===== src/rtl/param_sync_fifo.sv =====
// Parameterised synchronous FIFO with registered read data and status flags.
// Sticky overflow/underflow flags exist only with PARAM_SYNC_FIFO_ERR_FLAGS_EN.
module param_sync_fifo #(
  parameter int DATA_WIDTH = 8,
  parameter int DEPTH      = 8,
  parameter int AF_LEVEL   = DEPTH - 1,
  parameter int AE_LEVEL   = 1
) (
  input  logic                    clk,
  input  logic                    rst,
  input  logic                    flush,
  input  logic                    wren,
  input  logic                    rden,
  input  logic [DATA_WIDTH-1:0]   i_data,
  output logic [DATA_WIDTH-1:0]   o_data,
  output logic                    full,
  output logic                    empty,
  output logic                    almost_full,
  output logic                    almost_empty,
  output logic [$clog2(DEPTH):0]  count,
  output logic                    overflow,
  output logic                    underflow
);

  localparam int AW = $clog2(DEPTH);
  localparam int CW = AW + 1;
  localparam logic [CW-1:0] DEPTH_C = CW'(DEPTH);
  localparam logic [CW-1:0] AF_C    = CW'(AF_LEVEL);
  localparam logic [CW-1:0] AE_C    = CW'(AE_LEVEL);

  logic [DATA_WIDTH-1:0] mem_q [DEPTH];
  logic [DATA_WIDTH-1:0] o_data_q, o_data_d;
  logic [AW-1:0]         wr_ptr_q, wr_ptr_d;
  logic [AW-1:0]         rd_ptr_q, rd_ptr_d;
  logic [CW-1:0]         count_q, count_d;
  logic                  wr_acc, rd_acc;

  always_comb begin
    full         = (count_q == DEPTH_C);
    empty        = (count_q == '0);
    almost_full  = (count_q >= AF_C);
    almost_empty = (count_q <= AE_C);
    wr_acc       = wren && !full && !flush;
    rd_acc       = rden && !empty && !flush;
  end

  always_comb begin
    wr_ptr_d = wr_ptr_q;
    rd_ptr_d = rd_ptr_q;
    count_d  = count_q;
    o_data_d = o_data_q;
    if (flush) begin
      wr_ptr_d = '0;
      rd_ptr_d = '0;
      count_d  = '0;
    end else begin
      // Pointers are power-of-two wide, so increment wraps with no gap
      if (wr_acc) wr_ptr_d = wr_ptr_q + AW'(1);
      if (rd_acc) begin
        rd_ptr_d = rd_ptr_q + AW'(1);
        o_data_d = mem_q[rd_ptr_q];
      end
      unique case ({wr_acc, rd_acc})
        2'b10:   count_d = count_q + CW'(1);
        2'b01:   count_d = count_q - CW'(1);
        default: count_d = count_q;
      endcase
    end
  end

  always_ff @(posedge clk) begin
    if (rst) begin
      wr_ptr_q <= '0;
      rd_ptr_q <= '0;
      count_q  <= '0;
      o_data_q <= '0;
    end else begin
      wr_ptr_q <= wr_ptr_d;
      rd_ptr_q <= rd_ptr_d;
      count_q  <= count_d;
      o_data_q <= o_data_d;
    end
  end

  // Storage is deliberately left out of reset
  always_ff @(posedge clk) begin
    if (wr_acc && !rst) mem_q[wr_ptr_q] <= i_data;
  end

  assign o_data = o_data_q;
  assign count  = count_q;

`ifdef PARAM_SYNC_FIFO_ERR_FLAGS_EN
  logic overflow_q, overflow_d;
  logic underflow_q, underflow_d;

  always_comb begin
    overflow_d  = overflow_q;
    underflow_d = underflow_q;
    if (flush) begin
      overflow_d  = 1'b0;
      underflow_d = 1'b0;
    end else begin
      if (wren && full)  overflow_d  = 1'b1;
      if (rden && empty) underflow_d = 1'b1;
    end
  end

  always_ff @(posedge clk) begin
    if (rst) begin
      overflow_q  <= 1'b0;
      underflow_q <= 1'b0;
    end else begin
      overflow_q  <= overflow_d;
      underflow_q <= underflow_d;
    end
  end

  assign overflow  = overflow_q;
  assign underflow = underflow_q;
`else
  assign overflow  = 1'b0;
  assign underflow = 1'b0;
`endif

endmodule


===== config.mk =====
export PLATFORM = sky130hd
export DESIGN_NAME = param_sync_fifo
export DESIGN_NICKNAME = d
export VERILOG_FILES = /design/src/rtl/param_sync_fifo.sv
export SDC_FILE = /design/constraint.sdc
export NUM_CORES = 1
export LEC_CHECK = 0
export ABC_AREA = 1
export CAP_MARGIN = 20
export CORE_MARGIN = 5
export CORE_UTILIZATION = 28
export CTS_CLUSTER_SIZE = 12
export DETAILED_ROUTE_END_ITERATION = 16
export PLACE_DENSITY = 0.44
export SETUP_SLACK_MARGIN = 0.4
export SYNTH_ARGS = -nofsm -noshare
export SYNTH_HDL_FRONTEND = slang
export SYNTH_SLANG_ARGS = --single-unit
export TNS_END_PERCENT = 50

===== constraint.sdc =====
create_clock -name clk -period 2.3 [get_ports clk]
set_input_delay 0.575 -clock clk [delete_from_list [all_inputs] [get_ports clk]]
set_output_delay 0.575 -clock clk [all_outputs]
set_load 0.05 [all_outputs]

==> summary.txt <==
Power
  – Worst vdd ir: approximately 0.31 mV
  – Pwr/cell area: 681 mW/mm^2
  – Leak pwr: 1.98 nW

Worst setup path
  – Crit path depth: 1
  – Buf+Inv Stages, Crit Path: 1
  – Crit path launch: count[3]
  – Critical Path Start Type: register
  – Max incr delay on CP: 0.54 ns
  – Slowest cell on crit path: clkdlybuf4s15_1
  – R2r startpoint: count[0]
  – Reg-to-Reg End: mem_q[7][7]
  – CP Data Arrival Time: 1.34 ns
  – Worst setup EP type: output pin
  – Setup CP Type: reg2out
  – Top delay family on crit path: buffers and inverters
  – CP Data Required Time: 1.73 ns
  – Reg-to-reg setup timing slack: between 0.3 and 0.4 ns
  – Critical Path Fanout Max: 6
  – CP endpoint: count[3]
  – R2R cell count: 10
  – Critical path, cell by cell: clkdlybuf4s15_1

Timing
  – Layout Skew: between 0.009 and 0.01 ns
  – Final setup fails: 0
  – Fin. max-slew vios: 0
  – RSZ-0062 raised after global routing: yes
  – Setup TNS: 0 ns
  – Fmax: 522 MHz
  – Slew HR: 66.2%
  – Hold violation total from the final report: 0
  – Worst Max-Slew Pin Slew: slightly above 0.5 ns
  – Final period util: 83.2%
  – Final Critical Period: 1.91 ns

CTS
  – Htree depth: 3
  – CTS buffer count: 9
  – Clk buf depth: 2
  – # hold bufs at CTS: 0
  – TritonCTS clock tree: yes
  – Master cell of the clock root buffer: clkbuf_16
  – Sink Count: ~80
  – Reg clk slew, reported paths: 0.06 ns
  – Later-pin clock latency in the skew report: 0.34 ns

Layout
  – Commonest non-fill, non-tap cell in the layout: nand2_1
  – Final Non-Filler Cells: 599
  – ANT cells: 0
  – P&R area growth vs syn: 25.6%
  – Share of layout cells above drive strength 1: 16.4%
  – Commonest non-fill, non-tap cells in the layout: nand2_1 (99), edfxtp_1 (64), inv_1 (58)
  – Post-layout net count: 441

Synth
  – Sequential fraction of the synthesis area: 63.0%
  – Syn Std Cell Area: about 0.0036 sq mm
  – Synth top area cells: edfxtp_1 (53%), nand2_1 (10%), dfxtp_1 (9.9%)
  – Cells after synthesis: roughly 370
  – Ys Warns: 0
  – Yosys top cell area share: ~53%
  – Post-synth cell types: 23
  – Syn avg cell area: 9.69 sq um
  – Largest area contributor in the netlist: edfxtp_1
  – Yosys reg bits: 82

Die
  – Io pins: 31
  – Chip height: 124 microns
  – Die extent in x: 124 microns
  – Row count: 41
  – Core Footprint: 0.0127 sq mm
  – Die ar.: approximately 0.015 sq mm
  – Initial core utilization: 28.6%

Global route
  – GR peak layer: met2
  – GRT Resource Usage Total: 12.3%
  – Total gr overflow: 0
  – First-pass GRT wire length: approximately 14 mm
  – Largest net degree at the start of global routing: 35
  – Met1 GRT Util: 17.4%
  – Vias in the first global route: 2459
  – Met2 Usage GRT: 18.0%
  – Initial antenna violation count: 0
  – Met3 usage: between 2 and 3%

Routing
  – Iteration count of the initial detailed-routing pass: 6
  – ANT nets after route: 0
  – DRC: 0
  – Avg Vias per Cell: 4.33
  – Routed len/inst: 14.8 microns
  – Routed WL: slightly below 9 mm
  – Iteration-0 DRC count of the detailed router: 162
  – Via Count: 2596

Flow run
  – Max-Cap Viols: 0

Outcome
  – Status: completed

Placement
  – # port buffers: 28
  – Post-Place Cells: 581
  – Routability cong.: 0.825
  – Final HPWL DP: 6.38 mm

Worst hold path
  – Hold Crit Class: reg2reg
synth_stat cells, drive strengths merged:
cell type / instances
nand2: 103
inv: 65
edfxtp: 64
nand3: 51
nor2: 21
dfxtp: 18
a21oi: 15
buf: 14
o21ai: 9
ha: 6
nand4: 2
xor2: 2
clkbuf: 1
clkinv: 1
conb: 1
nor3: 1
layout make-up:
| type | instances | area, sq um |
|---|---|---|
| Timing Repair Buffer | 51 | 452 |
| Sequential cell | 82 | 2290 |
| Inverter | 66 | 256 |
| Clock inverter | 3 | 16.3 |
| Multi-Input combinational cell | 212 | 1080 |
| Fill cell | 1312 | 8120 |
| Tap cell | 172 | 215 |
| Clock buffer | 13 | 240 |
state kept, by name (all words and copies together) (netlist names):
register,flops
count,4
o_data,8
rd_ptr_q,3
wr_ptr_q,3
mem_q,64
per-layer routing:
metal | part of all wire (%) | up-vias
met5 | 0 | -
met4 | 1.9 | 0
met3 | 4.0 | 14
met2 | 45 | 53
met1 | 49 | 1234
li1 | - | 1295
worst min path at each step:
stage	slack [ns]	endpoint	depth (start not counted)	start
after floorplan	0.49	wr_ptr_q[0]	2	wr_ptr_q[0]
after global placement	0.46	o_data[5]	2	o_data[5]
after detailed placement	0.46	o_data[2]	2	o_data[2]
after CTS	0.47	o_data[2]	2	o_data[2]
after global routing	0.48	o_data[2]	2	o_data[2]
final	0.46	o_data[7]	2	o_data[7]
cells by family (layout without fill, tap and decap cells):
kind of cell	count (synthesis)	after routing	synth area share, %
AND/OR/NAND/NOR	178	178	21.7
buffers and inverters	81	133	9.36
adder cells (fa/ha/maj)	6	6	2.07
other	1	2	0.103
AO/OA/AOI/OAI	24	24	3.31
XOR/XNOR	2	2	0.484
flip-flops	82	82	63.0
worst min-delay path, delay by kind of cell, from the launching register on:
family	cells	cell delay, ns
AOI/OAI and AO/OA	1	0.05
and+or+nand+nor	1	0.06
DFF	1	0.30
per-stage QoR:
| step | utilization (%) | power [mW] | setup slack [ns] | hold slack (ns) | area [sq um] |
|---|---|---|---|---|---|
| floorplan | - | 1.76 | 0.197 | 0.487 | 3710 |
| global placement | 33.6 | 1.85 | 0.0628 | 0.457 | 4260 |
| detailed placement | 33.6 | 1.85 | 0.102 | 0.458 | 4260 |
| CTS | 35.6 | 3.13 | 0.231 | 0.467 | 4510 |
| global route | 35.9 | 3.22 | 0.307 | 0.483 | 4550 |
| finish | 35.9 | 3.10 | 0.385 | 0.459 | 4550 |
timing repair:
action                                  CTS  global route
resized for setup                         6             9
endpoints found under the setup margin   13            44
buffers inserted                          0             2
pin swaps                                 0             2
power breakdown:
part,internal (mW),leakage (nW),switching [mW]
Clock,0.730,0.128,0.553
Sequential,1.61,0.724,0.00829
Combinational,0.0693,1.13,0.131
Power figures use the tool's default switching activity.
